--- config.mk ---
export PLATFORM = sky130hd
export DESIGN_NAME = branch_target_buffer
export DESIGN_NICKNAME = d
export VERILOG_FILES = /design/src/rtl/branch_target_buffer.sv
export SDC_FILE = /design/constraint.sdc
export NUM_CORES = 1
export LEC_CHECK = 0
export BUFFER_PORTS_ARGS = -buffer_cell sky130_fd_sc_hd__buf_2
export CAP_MARGIN = 20
export CORE_AREA = 2 2 377 379
export CTS_BUF_LIST = sky130_fd_sc_hd__clkbuf_8
export CTS_CLUSTER_DIAMETER = 100
export CTS_CLUSTER_SIZE = 14
export DETAILED_ROUTE_END_ITERATION = 6
export DIE_AREA = 0 0 379 381
export PLACE_DENSITY_LB_ADDON = 0.25
export SYNTH_ARGS = -nofsm -noshare
export SYNTH_HDL_FRONTEND = slang
export SYNTH_SLANG_ARGS = --single-unit
--- constraint.sdc ---
create_clock -name clk -period 6.6 [get_ports clk]
set_input_delay 1.32 -clock clk [delete_from_list [all_inputs] [get_ports clk]]
set_output_delay 1.32 -clock clk [all_outputs]
set_load 0.02 [all_outputs]
--- src/rtl/branch_target_buffer.sv ---
// branch_target_buffer
// Direct-mapped branch target buffer for the fetch stage. Each entry holds a
// valid bit, tag, 32-bit target and 2-bit saturating-counter state. Lookup is
// combinational from the registered table. The looked-up state and taken
// prediction are registered into decode through the F/D prediction register.
// The resolution FSM in decode writes entries back through the update port.
//
// Optional feature: define BTB_BYPASS_EN so that a lookup forwards a
// same-cycle update to the same index. When it is undefined, such a lookup
// sees the table contents from before the update.
module branch_target_buffer #(
  parameter int ENTRIES = 16
) (
  input  logic        clk,
  input  logic        rst,
  input  logic        stall,
  input  logic        flush,
  input  logic [31:0] fetch_pc,
  output logic        hit,
  output logic        predict_taken,
  output logic [1:0]  branch_state_f,
  output logic [31:0] next_fetch_pc,
  output logic [1:0]  branch_state_d,
  output logic        predict_taken_d,
  input  logic        update_valid,
  input  logic [31:0] update_address,
  input  logic [31:0] update_target,
  input  logic [1:0]  update_state
);

  localparam int IDX  = $clog2(ENTRIES);
  localparam int TAGW = 30 - IDX;

  // Table storage
  logic [ENTRIES-1:0] valid_q;
  logic [TAGW-1:0]    tag_q    [ENTRIES];
  logic [31:0]        target_q [ENTRIES];
  logic [1:0]         state_q  [ENTRIES];

  // F/D prediction register
  logic [1:0] fd_state_q, fd_state_d;
  logic       fd_taken_q, fd_taken_d;

  // Address fields. PC bits [1:0] carry no information for word-aligned code.
  logic [IDX-1:0]  fetch_idx, upd_idx;
  logic [TAGW-1:0] fetch_tag, upd_tag;
  logic            unused_pc_bits;

  assign fetch_idx      = fetch_pc[IDX+1:2];
  assign fetch_tag      = fetch_pc[31:IDX+2];
  assign upd_idx        = update_address[IDX+1:2];
  assign upd_tag        = update_address[31:IDX+2];
  assign unused_pc_bits = ^{fetch_pc[1:0], update_address[1:0]};

  // Selected entry fields, optionally forwarded from a same-cycle update
  logic            lk_valid;
  logic [TAGW-1:0] lk_tag;
  logic [31:0]     lk_target;
  logic [1:0]      lk_state;

  // Valid bits: the only reset table state; reset wins over an update.
  always_ff @(posedge clk) begin
    // NOTE: sequential state uses non-blocking assignments so every flop
    // samples pre-edge values regardless of block ordering.
    if (rst) begin
      valid_q <= '0;
    end else if (update_valid) begin
      valid_q[upd_idx] <= 1'b1;
    end
  end

  // Entry payload write; allocation and alias replacement are the same write.
  always_ff @(posedge clk) begin
    // NOTE: tag/target/state are left unreset on purpose; a cleared valid bit
    // masks them, and skipping reset lets the payload map to plain RAM.
    if (update_valid && !rst) begin
      tag_q[upd_idx]    <= upd_tag;
      target_q[upd_idx] <= update_target;
      state_q[upd_idx]  <= update_state;
    end
  end

  // Combinational lookup and next-PC prediction
  always_comb begin
    // NOTE: every output gets a value before any branching, so no path through
    // this block can leave a latch behind.
    lk_valid  = valid_q[fetch_idx];
    lk_tag    = tag_q[fetch_idx];
    lk_target = target_q[fetch_idx];
    lk_state  = state_q[fetch_idx];
`ifdef BTB_BYPASS_EN
    if (update_valid && (upd_idx == fetch_idx)) begin
      lk_valid  = 1'b1;
      lk_tag    = upd_tag;
      lk_target = update_target;
      lk_state  = update_state;
    end
`endif
    hit            = lk_valid && (lk_tag == fetch_tag);
    branch_state_f = hit ? lk_state : 2'b00;
    predict_taken  = hit & branch_state_f[1];
    next_fetch_pc  = predict_taken ? lk_target : (fetch_pc + 32'd4);
  end

  // F/D register next state: flush clears, stall holds, otherwise capture
  always_comb begin
    fd_state_d = branch_state_f;
    fd_taken_d = predict_taken;
    if (flush) begin
      fd_state_d = 2'b00;
      fd_taken_d = 1'b0;
    end else if (stall) begin
      fd_state_d = fd_state_q;
      fd_taken_d = fd_taken_q;
    end
  end

  // F/D register; reset has top priority
  always_ff @(posedge clk) begin
    if (rst) begin
      fd_state_q <= 2'b00;
      fd_taken_q <= 1'b0;
    end else begin
      fd_state_q <= fd_state_d;
      fd_taken_q <= fd_taken_d;
    end
  end

  assign branch_state_d  = fd_state_q;
  assign predict_taken_d = fd_taken_q;

endmodule

==> results of run 1 <==
## layout make-up
| class | count | area [µm²] | share of cell area, % |
|---|---|---|---|
| Multi-Input combinational cell | 701 | 9239 | 21.14 |
| Timing Repair Buffer | 232 | 1610 | 3.685 |
| Tap cell | 1890 | 2365 | 5.411 |
| Sequential cell | 978 | 29190 | 66.79 |
| Clock buffer | 79 | 1087 | 2.488 |
| Antenna cell | 6 | 15.01 | 0.03436 |
| Inverter | 13 | 50.05 | 0.1145 |
| Clock inverter | 26 | 147.6 | 0.3378 |
## Yosys cell counts, types with 7 or more instances
cell type | instances | area [µm²]
buf_6 | 19 | 214.0
a211oi_1 | 8 | 60.06
a21o_1 | 16 | 120.1
mux2_2 | 18 | 202.7
buf_4 | 14 | 105.1
mux4_2 | 227 | 5112
dfxtp_1 | 18 | 360.4
nand3_1 | 9 | 45.04
o21ai_0 | 9 | 45.04
xnor2_1 | 37 | 324.1
mux2_4 | 29 | 435.4
and2_1 | 7 | 43.79
o22ai_1 | 13 | 81.33
nor2_1 | 31 | 116.4
mux2i_1 | 89 | 890.9
and3_1 | 8 | 50.05
inv_1 | 9 | 33.78
clkbuf_1 | 31 | 116.4
mux4_1 | 12 | 315.3
nor3_1 | 14 | 70.07
a22oi_1 | 22 | 165.2
xor2_1 | 19 | 166.4
nand4_1 | 11 | 68.82
a21oi_1 | 15 | 75.07
a221oi_1 | 10 | 87.58
edfxtp_1 | 960 | 28830
nand2_1 | 42 | 157.7
buf_2 | 24 | 120.1
## state kept, by name, summed over array words and instances (netlist names)
register and count:
target_q 512, tag_q 416, state_q 32, valid_q 16, branch_state_d 2
## per-layer routing
layer	wire length, µm	vias to the layer above
met4	1779	20
li1	-	7877
met3	7557	138
met2	51720	568
met5	129	-
met1	47250	10237
## worst paths after layout
path                                   from                end  cells after the start
worst max-delay path            fetch_pc[2]  next_fetch_pc[22]                     16
worst max register to register  tag_q[9][7]  branch_state_d[0]                     11
worst min register to register   valid_q[9]         valid_q[9]                      1
worst min-delay path             valid_q[9]         valid_q[9]                      1
## where the power goes
part | switching [mW] | internal, mW
registers | 0.0157 | 6.88
logic | 0.471 | 0.311
clock network | 1.99 | 1.11
total | 2.48 | 8.31
## stage by stage
stage	hold slack, ns	utilization (%)	instance area, µm²
3_3_place_gp	0.4247	30.18	42420
4_1_cts	0.4591	31.08	43690
3_5_place_dp	0.4372	30.20	42450
5_1_grt	0.4774	31.08	43690
6_report	0.4555	31.09	43700
2_1_floorplan	0.4179	-	39000
## cell families (layout without fill, tap and decap cells)
| kind of cell | Yosys count | count (layout) | synth area share (%) |
|---|---|---|---|
| and+or+nand+nor | 149 | 149 | 1.989 |
| muxes | 376 | 376 | 17.90 |
| other | 0 | 6 | 0 |
| AOI/OAI and AO/OA | 119 | 119 | 2.227 |
| adders and majority gates | 1 | 1 | 0.03208 |
| buffers and inverters | 113 | 350 | 1.749 |
| DFF | 978 | 978 | 74.84 |
| xor gates and xnor gates | 56 | 56 | 1.258 |
## critical path, stage by stage
cell and delay [ns]:
buf_8 0.24, buf_12 0.21, buf_12 0.17, buf_4 0.23, nor2b_1 0.07, a211oi_1 0.49
a221oi_1 0.10, a21oi_1 0.20, nand4_1 0.15, or4b_4 0.58, nor4_4 0.15, buf_4 0.20
nand4_4 0.12, buf_12 0.21, mux2_4 0.39, buf_2 0.17
==> flow_metrics.py, run 1 <==
metrics = {
    "run_status": {
        "status": "complete, no violations",
    },
    "floorplan": {
        "ios": 142,
        "num_rows": 138,
        "core_um2": 140600,
        "dieArea_um2": 144400,
        "start_util_pct": 27.75,
        "die_w_um": 379,
        "die_y_um": 381,
    },
    "detailed_routing": {
        "postRouteAntennaNets": 0,
        "drcViolationCount": 0,
        "drt_iter0_drc": 1788,
        "firstDrtPassIters": 5,
        "via_per_inst": 4.800,
        "dr_total_vias": 18840,
        "routedWlPerCell_um": 27.63,
        "routed_wl_um": 108400,
    },
    "synth": {
        "syn-num-nets": 1896,
        "ys_seq_area_share_pct": 74.84,
        "synth-edff-count": 960,
        "synth-seq-cells": 978,
        "syn_avg_cell_area_um2": 21.76,
        "synth_async_sr_flop_share_pct": 0,
        "synth.distinct_cells": 65,
        "syn_inst": 1792,
        "synth_area_um2": 39000,
        "ys_warn_count": 0,
        "synth_flop_cell": "edfxtp_1",
    },
    "place": {
        "place_ws_ns": 0.2034,
        "dp_hpwl_um": 64910,
        "port_buffers": 139,
        "dp.cells": 3814,
        "gp_congestion": 0.8704,
    },
    "power_and_ir_drop": {
        "total_power_mw": 10.78,
        "vdd_drop_max_mv": 0.1122,
        "leakagePower_nw": 13.92,
        "pwr_density_cell_nw_per_um2": 246.7,
    },
    "min_path": {
        "min_path_type": "flip-flop to flip-flop",
    },
    "cts": {
        "postCtsHoldBufs": 0,
        "cts.path.max_buffers": 3,
        "cts.sinks": 978,
        "insertion_delay_ns": 0.76,
        "htreeDepth": 3,
        "root_buffer": "clkbuf_8",
        "cts_setup_buffers": 0,
        "cts_tree": "yes",
        "cts_buffers": 79,
        "clkTransAtPathRegs_ns": 0.09,
        "cts_resized": 0,
    },
    "timing": {
        "post-route-period-util_pct": 97.25,
        "hold_viol_final": 0,
        "tns_ns": 0,
        "drv_slew": 0,
        "fin_skew_ns": 0.03697,
        "finalWorstSetupSlack_ns": 0.1818,
        "tightest_slew_ns": 0.9825,
        "rsz0062_at_grt": "no",
        "maxSlewHeadroom_pct": 34.50,
        "fin_crit_ns": 6.418,
        "fmax_mhz": 155.8,
        "setup_viol": 0,
    },
    "global_route": {
        "grt_usage_pct": 14.89,
        "grt_pass1_vias": 19657,
        "antenna_found_initial": 32,
        "grt_overflow_total": 0,
        "grt_max_degree": 62,
        "grt_use_met1_pct": 20.45,
        "met3_usage_pct": 3.729,
        "globalRouteMet2Util_pct": 23.99,
        "grt_busiest_layer": "met2",
        "grt_pass1_wl_um": 151100,
    },
    "critical_path": {
        "start_kind": "input port",
        "crit_path_max_fanout": 24,
        "end_kind": "output port",
        "crit_arrival_ns": 5.10,
        "rrSetupSlack_ns": 3.41,
        "worstSetupPathType": "input port to output port",
        "crit_required_ns": 5.28,
    },
    "finish": {
        "n_fill_cell": 13594,
        "final_common_cell": "edfxtp_1",
        "final_cell_mix": "edfxtp_1, mux4_2, buf_2, mux2i_1, clkbuf_8",
        "drive_gt1_share_pct": 30.46,
        "nets": 2109,
        "syn_to_final_growth_pct": 12.06,
        "stdcell_count": 3925,
    },
    "job": {
        "maxCapViolations": 0,
    },
}
Power figures use the tool's default switching activity.
==> run 2, diff against run 1 <==
clock period = 8 ns   (was 6.6 ns; I/O delays follow)
==> flow_metrics.py, run 2 (synthesis gave the netlist of run 1 again) <==
metrics = {
    "run_status": {
        "status": "complete, no violations",
    },
    "cts": {
        "insertion_delay_ns": 0.72,
        "cts.sinks": 978,
        "cts.path.max_buffers": 3,
        "cts_tree": "yes",
        "clkTransAtPathRegs_ns": 0.10,
        "cts_setup_buffers": 0,
        "root_buffer": "clkbuf_8",
        "cts_buffers": 79,
        "postCtsHoldBufs": 0,
        "cts_resized": 0,
        "htreeDepth": 3,
    },
    "timing": {
        "maxSlewHeadroom_pct": 28.91,
        "fmax_mhz": 134.8,
        "rsz0062_at_grt": "no",
        "fin_crit_ns": 7.420,
        "setup_viol": 0,
        "tightest_slew_ns": 1.066,
        "post-route-period-util_pct": 92.76,
        "finalWorstSetupSlack_ns": 0.5795,
        "fin_skew_ns": 0.02326,
        "tns_ns": 0,
        "drv_slew": 0,
        "hold_viol_final": 0,
    },
    "job": {
        "maxCapViolations": 0,
    },
    "place": {
        "port_buffers": 139,
        "gp_congestion": 0.8754,
        "place_ws_ns": 0.5280,
        "dp.cells": 3799,
        "dp_hpwl_um": 65590,
    },
    "floorplan": {
        "core_um2": 140600,
        "die_w_um": 379,
        "num_rows": 138,
        "start_util_pct": 27.75,
        "ios": 142,
        "die_y_um": 381,
        "dieArea_um2": 144400,
    },
    "critical_path": {
        "worstReg2RegStart": "tag_q[2][15]",
        "rr_worst_depth": 10,
        "crit_start": "fetch_pc[2]",
        "crit_required_ns": 6.40,
        "crit_arrival_ns": 5.82,
        "start_kind": "input port",
        "r2r_end": "branch_state_d[0]",
        "crit_path_max_fanout": 60,
        "end_kind": "output port",
        "rrSetupSlack_ns": 4.62,
        "endpoint": "next_fetch_pc[19]",
        "worstSetupPathType": "input port to output port",
    },
    "power_and_ir_drop": {
        "vdd_drop_max_mv": 0.09844,
        "p_sw_share_pct": 22.64,
        "power_switching_mw": 2.005,
        "total_power_mw": 8.857,
        "leakagePower_nw": 13.84,
        "p_seq_share_pct": 64.2,
        "comb_power_share_pct": 7.2,
        "pwr_density_cell_nw_per_um2": 203.8,
        "clkPwrFrac_pct": 28.6,
        "p_int_mw": 6.851,
    },
    "detailed_routing": {
        "firstDrtPassIters": 5,
        "drt_iter0_drc": 1862,
        "routedWlPerCell_um": 27.66,
        "via_per_inst": 4.831,
        "drcViolationCount": 0,
        "dr_total_vias": 18912,
        "routed_wl_um": 108300,
        "postRouteAntennaNets": 0,
    },
    "finish": {
        "final_util_pct": 30.91,
        "stdcell_count": 3915,
        "final_common_cell": "edfxtp_1",
        "top_register": "target_q",
        "nets": 2094,
        "largest_registers": "target_q x512, tag_q x416, state_q x32",
        "final_cell_mix": "edfxtp_1, mux4_2, buf_2, mux2i_1, clkbuf_8",
        "largest_reg_flops": 512,
        "drive_gt1_share_pct": 29.94,
        "syn_to_final_growth_pct": 11.41,
    },
    "global_route": {
        "antenna_found_initial": 28,
        "grt_overflow_total": 0,
        "grt_pass1_vias": 19657,
        "grt_max_degree": 63,
        "grt_pass1_wl_um": 150700,
        "grt_usage_pct": 14.86,
    },
    "min_path": {
        "min_path_type": "flip-flop to flip-flop",
    },
}
## run 2: cell types whose count changed in the layout (fill, tap and decap cells not counted), moves of 2 or more
cell,delta
inv_1,+6
inv_12,-2
buf_12,-11
diode_2,-2
buf_4,-3
## run 2: cell type report
class / count / area, µm²
clock buffers: 80 / 1101
clock inverters: 32 / 150.1
well taps: 1890 / 2365
diodes: 4 / 10.01
multi-input cells: 701 / 9244
inverters: 13 / 50.05
repair buffers: 217 / 1340
fillers: 13647 / 97100
flip-flops and latches: 978 / 29190
## run 2: worst max-delay path, cell delays in order
cell and delay [ns]:
buf_8 0.39, buf_4 0.38, mux4_2 0.55, mux2i_1 0.28, xor2_1 0.27, o211ai_1 0.12
or4b_4 0.56, nor4_4 0.28, buf_4 0.24, nand4_4 0.12, buf_12 0.20, mux2_4 0.40
buf_2 0.17
## run 2: per-stage QoR
stage	cell area (µm²)	hold WS (ns)
after floorplan	39000	0.4179
after global placement	42190	0.4255
after detailed placement	42190	0.4327
after CTS	43440	0.4563
after global routing	43450	0.4694
final	43450	0.4534
## run 2: worst min path at each step
stage                      startpoint          end  slack (ns)  depth (start not counted)
after floorplan           valid_q[11]  valid_q[11]        0.42                          1
after global routing       valid_q[1]   valid_q[1]        0.47                          1
after CTS                 valid_q[11]  valid_q[11]        0.46                          1
after detailed placement  valid_q[11]  valid_q[11]        0.43                          1
final                     valid_q[11]  valid_q[11]        0.45                          1
after global placement    valid_q[14]  valid_q[14]        0.43                          1
## run 2: metal layers
metal / global-route usage (%) / wire length (µm) / part of all wire, % / up-vias
met4: 3.182 / 2231 / 2.1 / 22
met5: 0 / 145 / 0.13 / -
met3: 3.603 / 7216 / 6.7 / 151
met1: 20.22 / 46900 / 43 / 10258
met2: 24.04 / 51810 / 48 / 628
li1: - / - / - / 7853
## run 2: power by group through the flow
stage	logic (mW)	registers (mW)	clock network, mW
finish	0.638	5.69	2.53
global route	0.678	5.70	2.81
CTS	0.646	5.69	2.64
detailed placement	0.644	5.81	0
global placement	0.633	5.80	0
floorplan	0.373	5.81	0
